<file path="config.mk">
export PLATFORM = sky130hd
export DESIGN_NAME = demux2_stream
export DESIGN_NICKNAME = d
export VERILOG_FILES = /design/src/rtl/demux2_stream.sv
export SDC_FILE = /design/constraint.sdc
export NUM_CORES = 1
export LEC_CHECK = 0
export CAP_MARGIN = 5
export CORE_UTILIZATION = 45
export DETAILED_ROUTE_END_ITERATION = 6
export GPL_ROUTABILITY_DRIVEN = 1
export PLACE_DENSITY = 0.78
export SYNTH_ARGS = -nofsm -noshare
export SYNTH_HDL_FRONTEND = slang
export SYNTH_SLANG_ARGS = --single-unit
</file>
<file path="constraint.sdc">
create_clock -name clk -period 1.9 [get_ports clk]
set_clock_uncertainty 0.2 [all_clocks]
set_input_delay 0.285 -clock clk [delete_from_list [all_inputs] [get_ports clk]]
set_output_delay 0.285 -clock clk [all_outputs]
set_load 0.05 [all_outputs]
</file>
<file path="src/rtl/demux2_stream.sv">
// 1-to-2 valid/ready stream demultiplexer with a single-entry holding register
// and per-output transfer counters.
module demux2_stream #(
   parameter int n  = 4,
   parameter int CW = 8
) (
   input  logic          clk,
   input  logic          rst_n,
   input  logic          in_valid,
   output logic          in_ready,
   input  logic [n-1:0]  in_data,
   input  logic          in_sel,
   output logic          out0_valid,
   input  logic          out0_ready,
   output logic [n-1:0]  out0_data,
   output logic          out1_valid,
   input  logic          out1_ready,
   output logic [n-1:0]  out1_data,
   input  logic          cnt_clr,
   output logic [CW-1:0] cnt0,
   output logic [CW-1:0] cnt1
);

   typedef enum logic [1:0] {
      EMPTY = 2'd0,
      FULL0 = 2'd1,
      FULL1 = 2'd2
   } state_t;

   state_t        state_reg, state_next;
   logic [n-1:0]  data_reg, data_next;
   logic [1:0]    out_valid;
   logic [1:0]    out_ready;
   logic [1:0]    out_xfer;
   logic [CW-1:0] cnt_reg [2];

   assign out_ready = {out1_ready, out0_ready};
   assign out_xfer  = out_valid & out_ready;

   always_ff @(posedge clk or negedge rst_n) begin
      if (!rst_n) begin
         state_reg <= EMPTY;
         data_reg  <= '0;
      end else begin
         state_reg <= state_next;
         data_reg  <= data_next;
      end
   end

   // A draining slot may be refilled on the same edge, so in_ready follows the active sink.
   always_comb begin
      state_next = state_reg;
      data_next  = data_reg;
      in_ready   = 1'b0;
      out_valid  = 2'b00;
      case (state_reg)
         EMPTY: begin
            in_ready = 1'b1;
            if (in_valid) begin
               data_next  = in_data;
               state_next = in_sel ? FULL1 : FULL0;
            end
         end
         FULL0, FULL1: begin
            if (state_reg == FULL0) begin
               out_valid = 2'b01;
               in_ready  = out0_ready;
            end else begin
               out_valid = 2'b10;
               in_ready  = out1_ready;
            end
            if (in_ready) begin
               if (in_valid) begin
                  data_next  = in_data;
                  state_next = in_sel ? FULL1 : FULL0;
               end else begin
                  state_next = EMPTY;
               end
            end
         end
         default: state_next = EMPTY;
      endcase
   end

   generate
      for (genvar gi = 0; gi < 2; gi++) begin : g_cnt
         always_ff @(posedge clk or negedge rst_n) begin
            if (!rst_n) begin
               cnt_reg[gi] <= '0;
            end else if (cnt_clr) begin
               cnt_reg[gi] <= '0;
            end else if (out_xfer[gi]) begin
               cnt_reg[gi] <= cnt_reg[gi] + CW'(1);
            end
         end
      end
   endgenerate

   assign out0_valid = out_valid[0];
   assign out1_valid = out_valid[1];
   assign out0_data  = data_reg;
   assign out1_data  = data_reg;
   assign cnt0       = cnt_reg[0];
   assign cnt1       = cnt_reg[1];

endmodule

</file>
==> results.md, run 1 <==
- The count of buffering cells on the critical path with inverters included is 1.
- The area used by sequential logic in the layout is 552 um2.
- The internal power summed over all cells is 0.00129 W.
- The first routing iteration left 10 violations.
- At the pin with the least slew margin, the transition time is 0.292 ns.
- The switching part of the total is 0.457.
- The total power divided by cell area is 1350 nW/um2.
- The ratio of routed vias to standard cells is 5.39.
- The total number of yosys warnings is 0.
- CTS built an H-tree with a depth of 1.
- The max-slew violation count is 0.
- STA classifies the critical path endpoint as an output pin.
- STA classifies the critical path startpoint as a flop.
- The pre-antenna-repair detailed-routing pass consisted of 4 iterations.
- The net count after synthesis is 133.
- The total length of routed wires is 2720 um.
- The number of buffers added by the clock tree synthesis step is 3.
- 0 antenna diodes ended up in the layout.
- Setup repair after global routing could not meet its margin everywhere.
- The critical-path maximum fanout is 4.
- The checks that failed: setup timing.
- In this design, the stage delay of the slowest critical-path cell is 0.46 ns.
- The leakage power is 0.769 nW.
- The number of buffer cells added on primary ports is 37.
- The number of global-route vias before repair came to 1001.
- The number of antenna-violating nets in the routed design is 0.
- Setup slack on the critical path of the routed design comes to -0.157 ns.
- The biggest area contributor in the post-synthesis netlist is sky130_fd_sc_hd__dfrtp_1.
- The share of the Yosys chip area taken by registers is 0.472.
- The initial utilization of the core area, before any placement, comes to 0.475.
- STA puts the critical path data arrival time at 1.57 ns.
- The total number of nets in the final design is 183.
- 38 I/O pins were placed.
- The share of total power dissipated in combinational logic is 0.632.
- The synthesized netlist occupies a cell area of 1170 um2.
- Of the cells placed in the final design, the portion with a size suffix greater than 1 is 0.424.
- The region available for standard cell placement spans 2450 um2.
- The total count of hold-check failures in the final report is 0.
- The critical path's top delay family is flip-flops.
- The power dissipated by switching net loads is 0.00109 W.
- Setup violations remaining at the end of the flow were counted as 4.
- The slowest cell on the critical path is sky130_fd_sc_hd__dfrtp_2.
- The number of enable flip-flop cells after synthesis is 0.
- The via count is 1052.
- Dividing the detail-routed wire length by the instance count gives 13.9 um.
- The count of filler cells inserted in the layout is 181.
- For this run, the top clock speed supported by timing is 0.486 GHz.
- In the final layout, the multi-input gates occupy 667 um2.
- After global routing the overflow that remains totals 0.
- From bottom edge to top edge, the die measures 52.9 um.
- In the finished design, the share of the clock period the worst path needs comes to 1.08.
- The completed layout was analyzed and its total power is 0.00238 W.
- The number of instances in the synthesized netlist is 116.
- The wire-length estimate of the detail-placed layout is 1980 um.
- Across every metal layer, demand over resource in global routing totals 0.206.
- The root buffer cell is sky130_fd_sc_hd__clkbuf_4.
- The initialized floorplan defines 18 standard-cell rows.
- Final hold analysis gives a worst-case slack of 0.110 ns.
- In this run, distinct cell masters in the synthesized netlist total 26.
- The power share of the sequential group is 0.257.
- In this run the worst hold path is classified as input pin to asynchronous set/reset pin.
- Buffers inserted to repair hold after CTS numbered 0.
- The clock-pin slew reported for the worst setup and hold paths after clock tree synthesis is 0.13 ns.
- Across the run, the number of max-cap violations was 0.
- The routed design could run at a clock period as short as 2.06 ns.
- The number of synthesized register bits is 22.
- The residual DRC count is 0.
- The area growth from synthesis to layout is 51.0%.
- IR analysis of the VDD net gives a maximum drop of 1320 uV.
- After the flow finishes, the layout carries non-filler instances totaling 195.
- The critical path goes through ha_4 -> mux2i_4 -> nand2b_4 -> a21oi_4 -> buf_12.
- The critical path class is flop to output pin.
- The flow ran to the end, but the final reports show violations.
- The accumulated negative setup slack is -0.282 ns.
- The number of clock sinks seen by CTS is 22.
- The clock tree from TritonCTS is done.
- The clock latency on the worst-skew pair is 0.30 ns.
- Ranked by total cell area, the synthesized netlist is headed by sky130_fd_sc_hd__dfrtp_1 (47%), sky130_fd_sc_hd__mux2_2 (6.8%), sky130_fd_sc_hd__ha_1 (6.4%).
- The worst pin sits at a relative slew slack of 0.804.
- The share of synthesized registers carrying an async set or reset is 1.00.
- The share of Yosys cell area claimed by the top area cell type is 0.472.
- The number of antenna violations at the first check in global routing is 0.
- The required time of the worst setup path is 1.41 ns.
- The first global-routing pass estimated 4300 um of wire.
- The final core utilization is 0.717.
- The maximum buffer depth of the clock tree is 2.
- From left edge to right edge, the die measures 52.9 um.
- Counting instances in the post-synthesis netlist gives the leading cell types as sky130_fd_sc_hd__dfrtp_1 (22), sky130_fd_sc_hd__a21oi_1 (14), sky130_fd_sc_hd__mux2_2 (7), sky130_fd_sc_hd__nand2_1 (7).
- The die covers 2800 um2.
- Entering global routing, the biggest net connects 23 pins.
- The most used flip-flop cell after synthesis is sky130_fd_sc_hd__dfrtp_1.
- In this run, placement finished with an instance count of 188.
- Averaged over all synthesized cells, the footprint is 10.1 um2.
- By instance count, the leading cell after synthesis is sky130_fd_sc_hd__dfrtp_1.
- The clock group share of total power is 0.110.
- The final estimated routing congestion in global placement is 0.761.
==> per-stage QoR <==
step	area [um2]	setup WS, ns
floorplan	1200	-0.0620
global placement	1630	-0.0943
detailed placement	1630	-0.110
CTS	1710	-0.156
global route	1760	-0.214
finish	1760	-0.157
==> logic make-up (layout without fill, tap and decap cells) <==
kind of cell / count (synthesis) / count (layout) / synth area share
buffers and inverters: 12 / 61 / 0.0515
and+or+nand+nor: 39 / 39 / 0.187
AOI/OAI and AO/OA: 25 / 25 / 0.119
xor gates and xnor gates: 4 / 4 / 0.0300
adders and majority gates: 6 / 6 / 0.0644
DFF: 22 / 22 / 0.472
muxes: 8 / 8 / 0.0762
==> power groups by stage <==
| stage | clock network, W | logic [W] | registers, W |
|---|---|---|---|
| finish | 0.000263 | 0.00151 | 0.000613 |
| global route | 0.000285 | 0.00158 | 0.000622 |
| CTS | 0.000272 | 0.00141 | 0.000611 |
| detailed placement | 0 | 0.00133 | 0.000620 |
| global placement | 0 | 0.00132 | 0.000613 |
| floorplan | 0 | 0.000744 | 0.000812 |
==> routing by layer <==
| metal | vias to the layer above | track usage | wire length (um) |
|---|---|---|---|
| met3 | 0 | 0.0345 | 73 |
| met5 | - | 0 | 0 |
| met4 | 0 | 0.0307 | 0 |
| met2 | 19 | 0.371 | 1460 |
| li1 | 511 | - | - |
| met1 | 522 | 0.260 | 1180 |
==> repair_timing <==
| action | 4_1_cts | 5_1_grt |
|---|---|---|
| gates resized for setup | 8 | 9 |
| setup endpoints to repair | 7 | 13 |
| setup buffers | 2 | 1 |
| pin swaps | 2 | 1 |
==> placed cells by master (no fill, tap or decap), types with 2 or more instances in the layout <==
cell type,Yosys,layout
sky130_fd_sc_hd__buf_4,4,38
sky130_fd_sc_hd__dfrtp_1,22,21
sky130_fd_sc_hd__clkdlybuf4s50_1,0,10
sky130_fd_sc_hd__a21oi_1,14,9
sky130_fd_sc_hd__nand2_1,7,7
sky130_fd_sc_hd__nand3_1,6,6
sky130_fd_sc_hd__nor2_1,6,6
sky130_fd_sc_hd__mux2_2,7,6
sky130_fd_sc_hd__inv_1,6,5
sky130_fd_sc_hd__o21ai_0,6,5
sky130_fd_sc_hd__nand4_1,4,4
sky130_fd_sc_hd__or3_1,4,4
sky130_fd_sc_hd__o31ai_1,4,4
sky130_fd_sc_hd__a21oi_2,1,4
sky130_fd_sc_hd__ha_1,6,3
sky130_fd_sc_hd__ha_4,0,3
sky130_fd_sc_hd__clkbuf_4,0,3
sky130_fd_sc_hd__buf_12,0,3
sky130_fd_sc_hd__a21oi_4,0,2
sky130_fd_sc_hd__or4_1,4,2
sky130_fd_sc_hd__xnor2_1,2,2
sky130_fd_sc_hd__nor2b_1,2,2
sky130_fd_sc_hd__or4_4,0,2
sky130_fd_sc_hd__xor2_1,2,2
==> cell type report <==
| class | instances | area share |
|---|---|---|
| clock buffer | 4 | 0.0206 |
| multi-input combinational | 82 | 0.379 |
| inverter | 6 | 0.0128 |
| sequential | 22 | 0.313 |
| tap | 30 | 0.0213 |
| timing repair buffer | 51 | 0.253 |
==> worst paths after layout <==
check	from	to	slack (ns)	depth (start not counted)
max in group asynchronous	rst_n	state_reg[0]	1.15	2
min in group clk	out0_data[1]	out0_data[1]	0.36	1
min reg2reg	out0_data[1]	out0_data[1]	0.36	1
min	rst_n	cnt0[0]	0.11	2
max	state_reg[0]	in_ready	-0.16	5
max reg2reg	state_reg[0]	cnt1[7]	-0.06	6
No activity file was read; power rests on OpenSTA's default activity.
==> run 2: changes to the inputs <==
--- a/config.mk
+++ b/config.mk
@@ -9,7 +9,8 @@
 export CORE_UTILIZATION = 45
 export DETAILED_ROUTE_END_ITERATION = 6
 export GPL_ROUTABILITY_DRIVEN = 1
-export PLACE_DENSITY = 0.78
+export PLACE_DENSITY = 0.88
+export SKIP_CTS_REPAIR_TIMING = 1
 export SYNTH_ARGS = -nofsm -noshare
 export SYNTH_HDL_FRONTEND = slang
 export SYNTH_SLANG_ARGS = --single-unit
==> results.md, run 2 (synthesized netlist as in run 1, its figures left out) <==
- Run status: finished with violations (unchanged).
- Violated checks: setup timing (unchanged).
- The count of filler cells inserted in the layout came to 182 (was 181).
- The type of the tightest min-delay check was input pin to asynchronous set/reset pin (unchanged).
- The number of antenna-violating nets in the routed design is 0 (unchanged).
- The maximum number of pins on one net before global-route repair is 23 (unchanged).
- The maximum buffer depth of the clock tree is 2 (unchanged).
- The final HPWL from detailed placement was 2040 um (was 1980 um).
- The achievable frequency is 0.463 GHz (was 0.486 GHz).
- The critical path class is flop to output pin (unchanged).
- The clock latency on the worst-skew pair was 0.31 ns (was 0.30 ns).
- The total length of routed wires is 2720 um (about the same).
- The global-route wire length before repair is 3960 um (was 4300 um).
- The max-cap check violation count is 0 (unchanged).
- The final core utilization is 0.680 (was 0.717).
- The total overflow reported by the global router is 0 (unchanged).
- The first-iteration detailed-routing DRC count was 14 (was 10).
- The critical path startpoint category is a flop (unchanged).
- The clock tree from TritonCTS is done (unchanged).
- The die extent in x is 52.9 um (unchanged).
- The final estimated routing congestion in global placement is 0.787 (was 0.761).
- The critical-path maximum fanout was 3 (was 4).
- The total number of nets in the final design is 177 (was 183).
- The average wire per cell in the routed design came to 14.4 um (was 13.9 um).
- The residual DRC count is 0 (unchanged).
- The vertical die dimension is 52.9 um (unchanged).
- The number of buffer cells added on primary ports came to 37 (unchanged).
- The slowest cell on the critical path was sky130_fd_sc_hd__dfrtp_1 (was sky130_fd_sc_hd__dfrtp_2).
- The post-placement setup slack was -0.125 ns (was -0.110 ns).
- The antenna diode instance count is 0 (unchanged).
- The floorplan row count is 18 (unchanged).
- The starting density of the core came to 0.475 (unchanged).
- The max-slew violation count came to 0 (unchanged).
- The leading cell type in the layout, fill and taps excluded is sky130_fd_sc_hd__buf_4 (unchanged).
- The number of clock sinks seen by CTS is 22 (unchanged).
- The delay contributed by the slowest stage of the critical path is 0.43 ns (was 0.46 ns).
- The area used by sequential logic in the layout is 551 um2 (was 552 um2).
- The number of antenna violations at the first check in global routing is 0 (unchanged).
- The arrival time of the worst setup path is 1.67 ns (was 1.57 ns).
- The maximum VDD drop came to 1610 uV (was 1320 uV).
- The number of failing setup endpoints in the final timing report is 7 (was 4).
- The ratio of routed vias to standard cells is 5.48 (was 5.39).
- The number of cells after detailed placement is 184 (was 188).
- The required time of the worst setup path is 1.41 ns (about the same).
- The floorplan die area was 2800 um2 (unchanged).
- The accumulated negative setup slack was -0.379 ns (was -0.282 ns).
- The count of TritonRoute iterations in the first routing pass is 4 (unchanged).
- The non-filler instance count after layout came to 189 (was 195).
- The number of buffers added by the clock tree synthesis step was 3 (unchanged).
- Commonest cells after routing, fill and taps aside: sky130_fd_sc_hd__buf_4 (31), sky130_fd_sc_hd__dfrtp_1 (22), sky130_fd_sc_hd__a21oi_1 (12), sky130_fd_sc_hd__clkdlybuf4s50_1 (10) (was sky130_fd_sc_hd__buf_4 (38), sky130_fd_sc_hd__dfrtp_1 (21), sky130_fd_sc_hd__clkdlybuf4s50_1 (10), sky130_fd_sc_hd__a21oi_1 (9), sky130_fd_sc_hd__nand2_1 (7)).
- The via count is 1035 (was 1052).
- The post-route minimum period is 2.16 ns (was 2.06 ns).
- The number of global-route vias before repair came to 874 (was 1001).
- The placeable core region is 2450 um2 (unchanged).
- The total design power came to 0.00229 W (was 0.00238 W).
- The final cycle utilization of the critical path is 1.14 (was 1.08).
- The total global routing track utilization was 0.202 (was 0.206).
- The multi-input gate area in the final layout is 618 um2 (was 667 um2).
- The maximum level of the CTS H-tree was 1 (unchanged).
- The relative slew slack is 0.806 (was 0.804).
- The leakage power was 0.731 nW (was 0.769 nW).
- The total count of hold-check failures in the final report is 0 (unchanged).
- The layout cell share with drive strength beyond 1 is 0.358 (was 0.424).
- The root buffer cell is sky130_fd_sc_hd__clkbuf_4 (unchanged).
- The clock-pin slew reported for the worst setup and hold paths after clock tree synthesis came to 0.13 ns (about the same).
- The area growth from synthesis to layout is 43.1% (was 51.0%).
- The final worst slack is -0.258 ns (was -0.157 ns).
- The kind of capture point of the worst setup path is an output pin (unchanged).
- The actual transition at the worst max-transition pin is 0.291 ns (was 0.292 ns).
- The total power divided by cell area is 1370 nW/um2 (was 1350 nW/um2).
- Setup repair after global routing missed its margin: true (unchanged).
- Chain of cells forming the critical path: buf_6 -> ha_4 -> mux2i_4 -> nand2b_4 -> a21oi_4 -> buf_12 (was ha_4 -> mux2i_4 -> nand2b_4 -> a21oi_4 -> buf_12).
- The I/O pin count came to 38 (unchanged).
run 2: changes by cell type in the layout (fill, tap and decap cells not counted), moves of 2 or more:
cell                      delta
sky130_fd_sc_hd__a21oi_1     +3
sky130_fd_sc_hd__a21oi_2     -2
sky130_fd_sc_hd__buf_4       -7
sky130_fd_sc_hd__or4_1       +2
sky130_fd_sc_hd__or4_4       -2
run 2: routing by layer:
layer	track usage	wire length, um	up-vias
met2	0.348	1410	25
met5	0	0	-
met4	0.0877	34	0
li1	-	-	500
met3	0.0402	88	6
met1	0.241	1190	504
run 2: area by class of cell:
cell class	instances	area share
Sequential cell	22	0.330
Inverter	6	0.0135
Tap cell	30	0.0225
Multi-Input combinational cell	82	0.370
Timing Repair Buffer	45	0.242
Clock buffer	4	0.0217
run 2: final timing paths:
path                              startpoint            to  slack [ns]  cells past startpoint
worst max-delay path            state_reg[0]      in_ready       -0.26                      6
worst min-delay path                   rst_n       cnt0[3]         0.1                      2
worst max register to register  state_reg[0]  out0_data[2]       -0.03                      5
worst min register to register  out0_data[0]  out0_data[0]        0.36                      1
max in group asynchronous              rst_n       cnt1[2]        1.17                      2
min in group clk                out0_data[0]  out0_data[0]        0.36                      1
run 2: stage by stage:
step | hold WS (ns) | instance area [um2]
after global placement | 0.319 | 1600
after CTS | 0.109 | 1630
after floorplan | -0.211 | 1200
after detailed placement | 0.330 | 1600
final | 0.0994 | 1670
after global routing | 0.118 | 1670
run 2: worst max-delay path, delay by kind of cell, from the launching register on:
family	cells	cell delay [ns]
AOI/OAI and AO/OA	1	0.14
adders and majority gates	1	0.16
buffers and inverters	2	0.28
DFF	1	0.43
muxes	1	0.19
and+or+nand+nor	1	0.16
run 2: report_power, final:
part	switching, W	internal (W)
registers	0.0000612	0.000543
logic	0.000849	0.000571
clock network	0.000150	0.000117
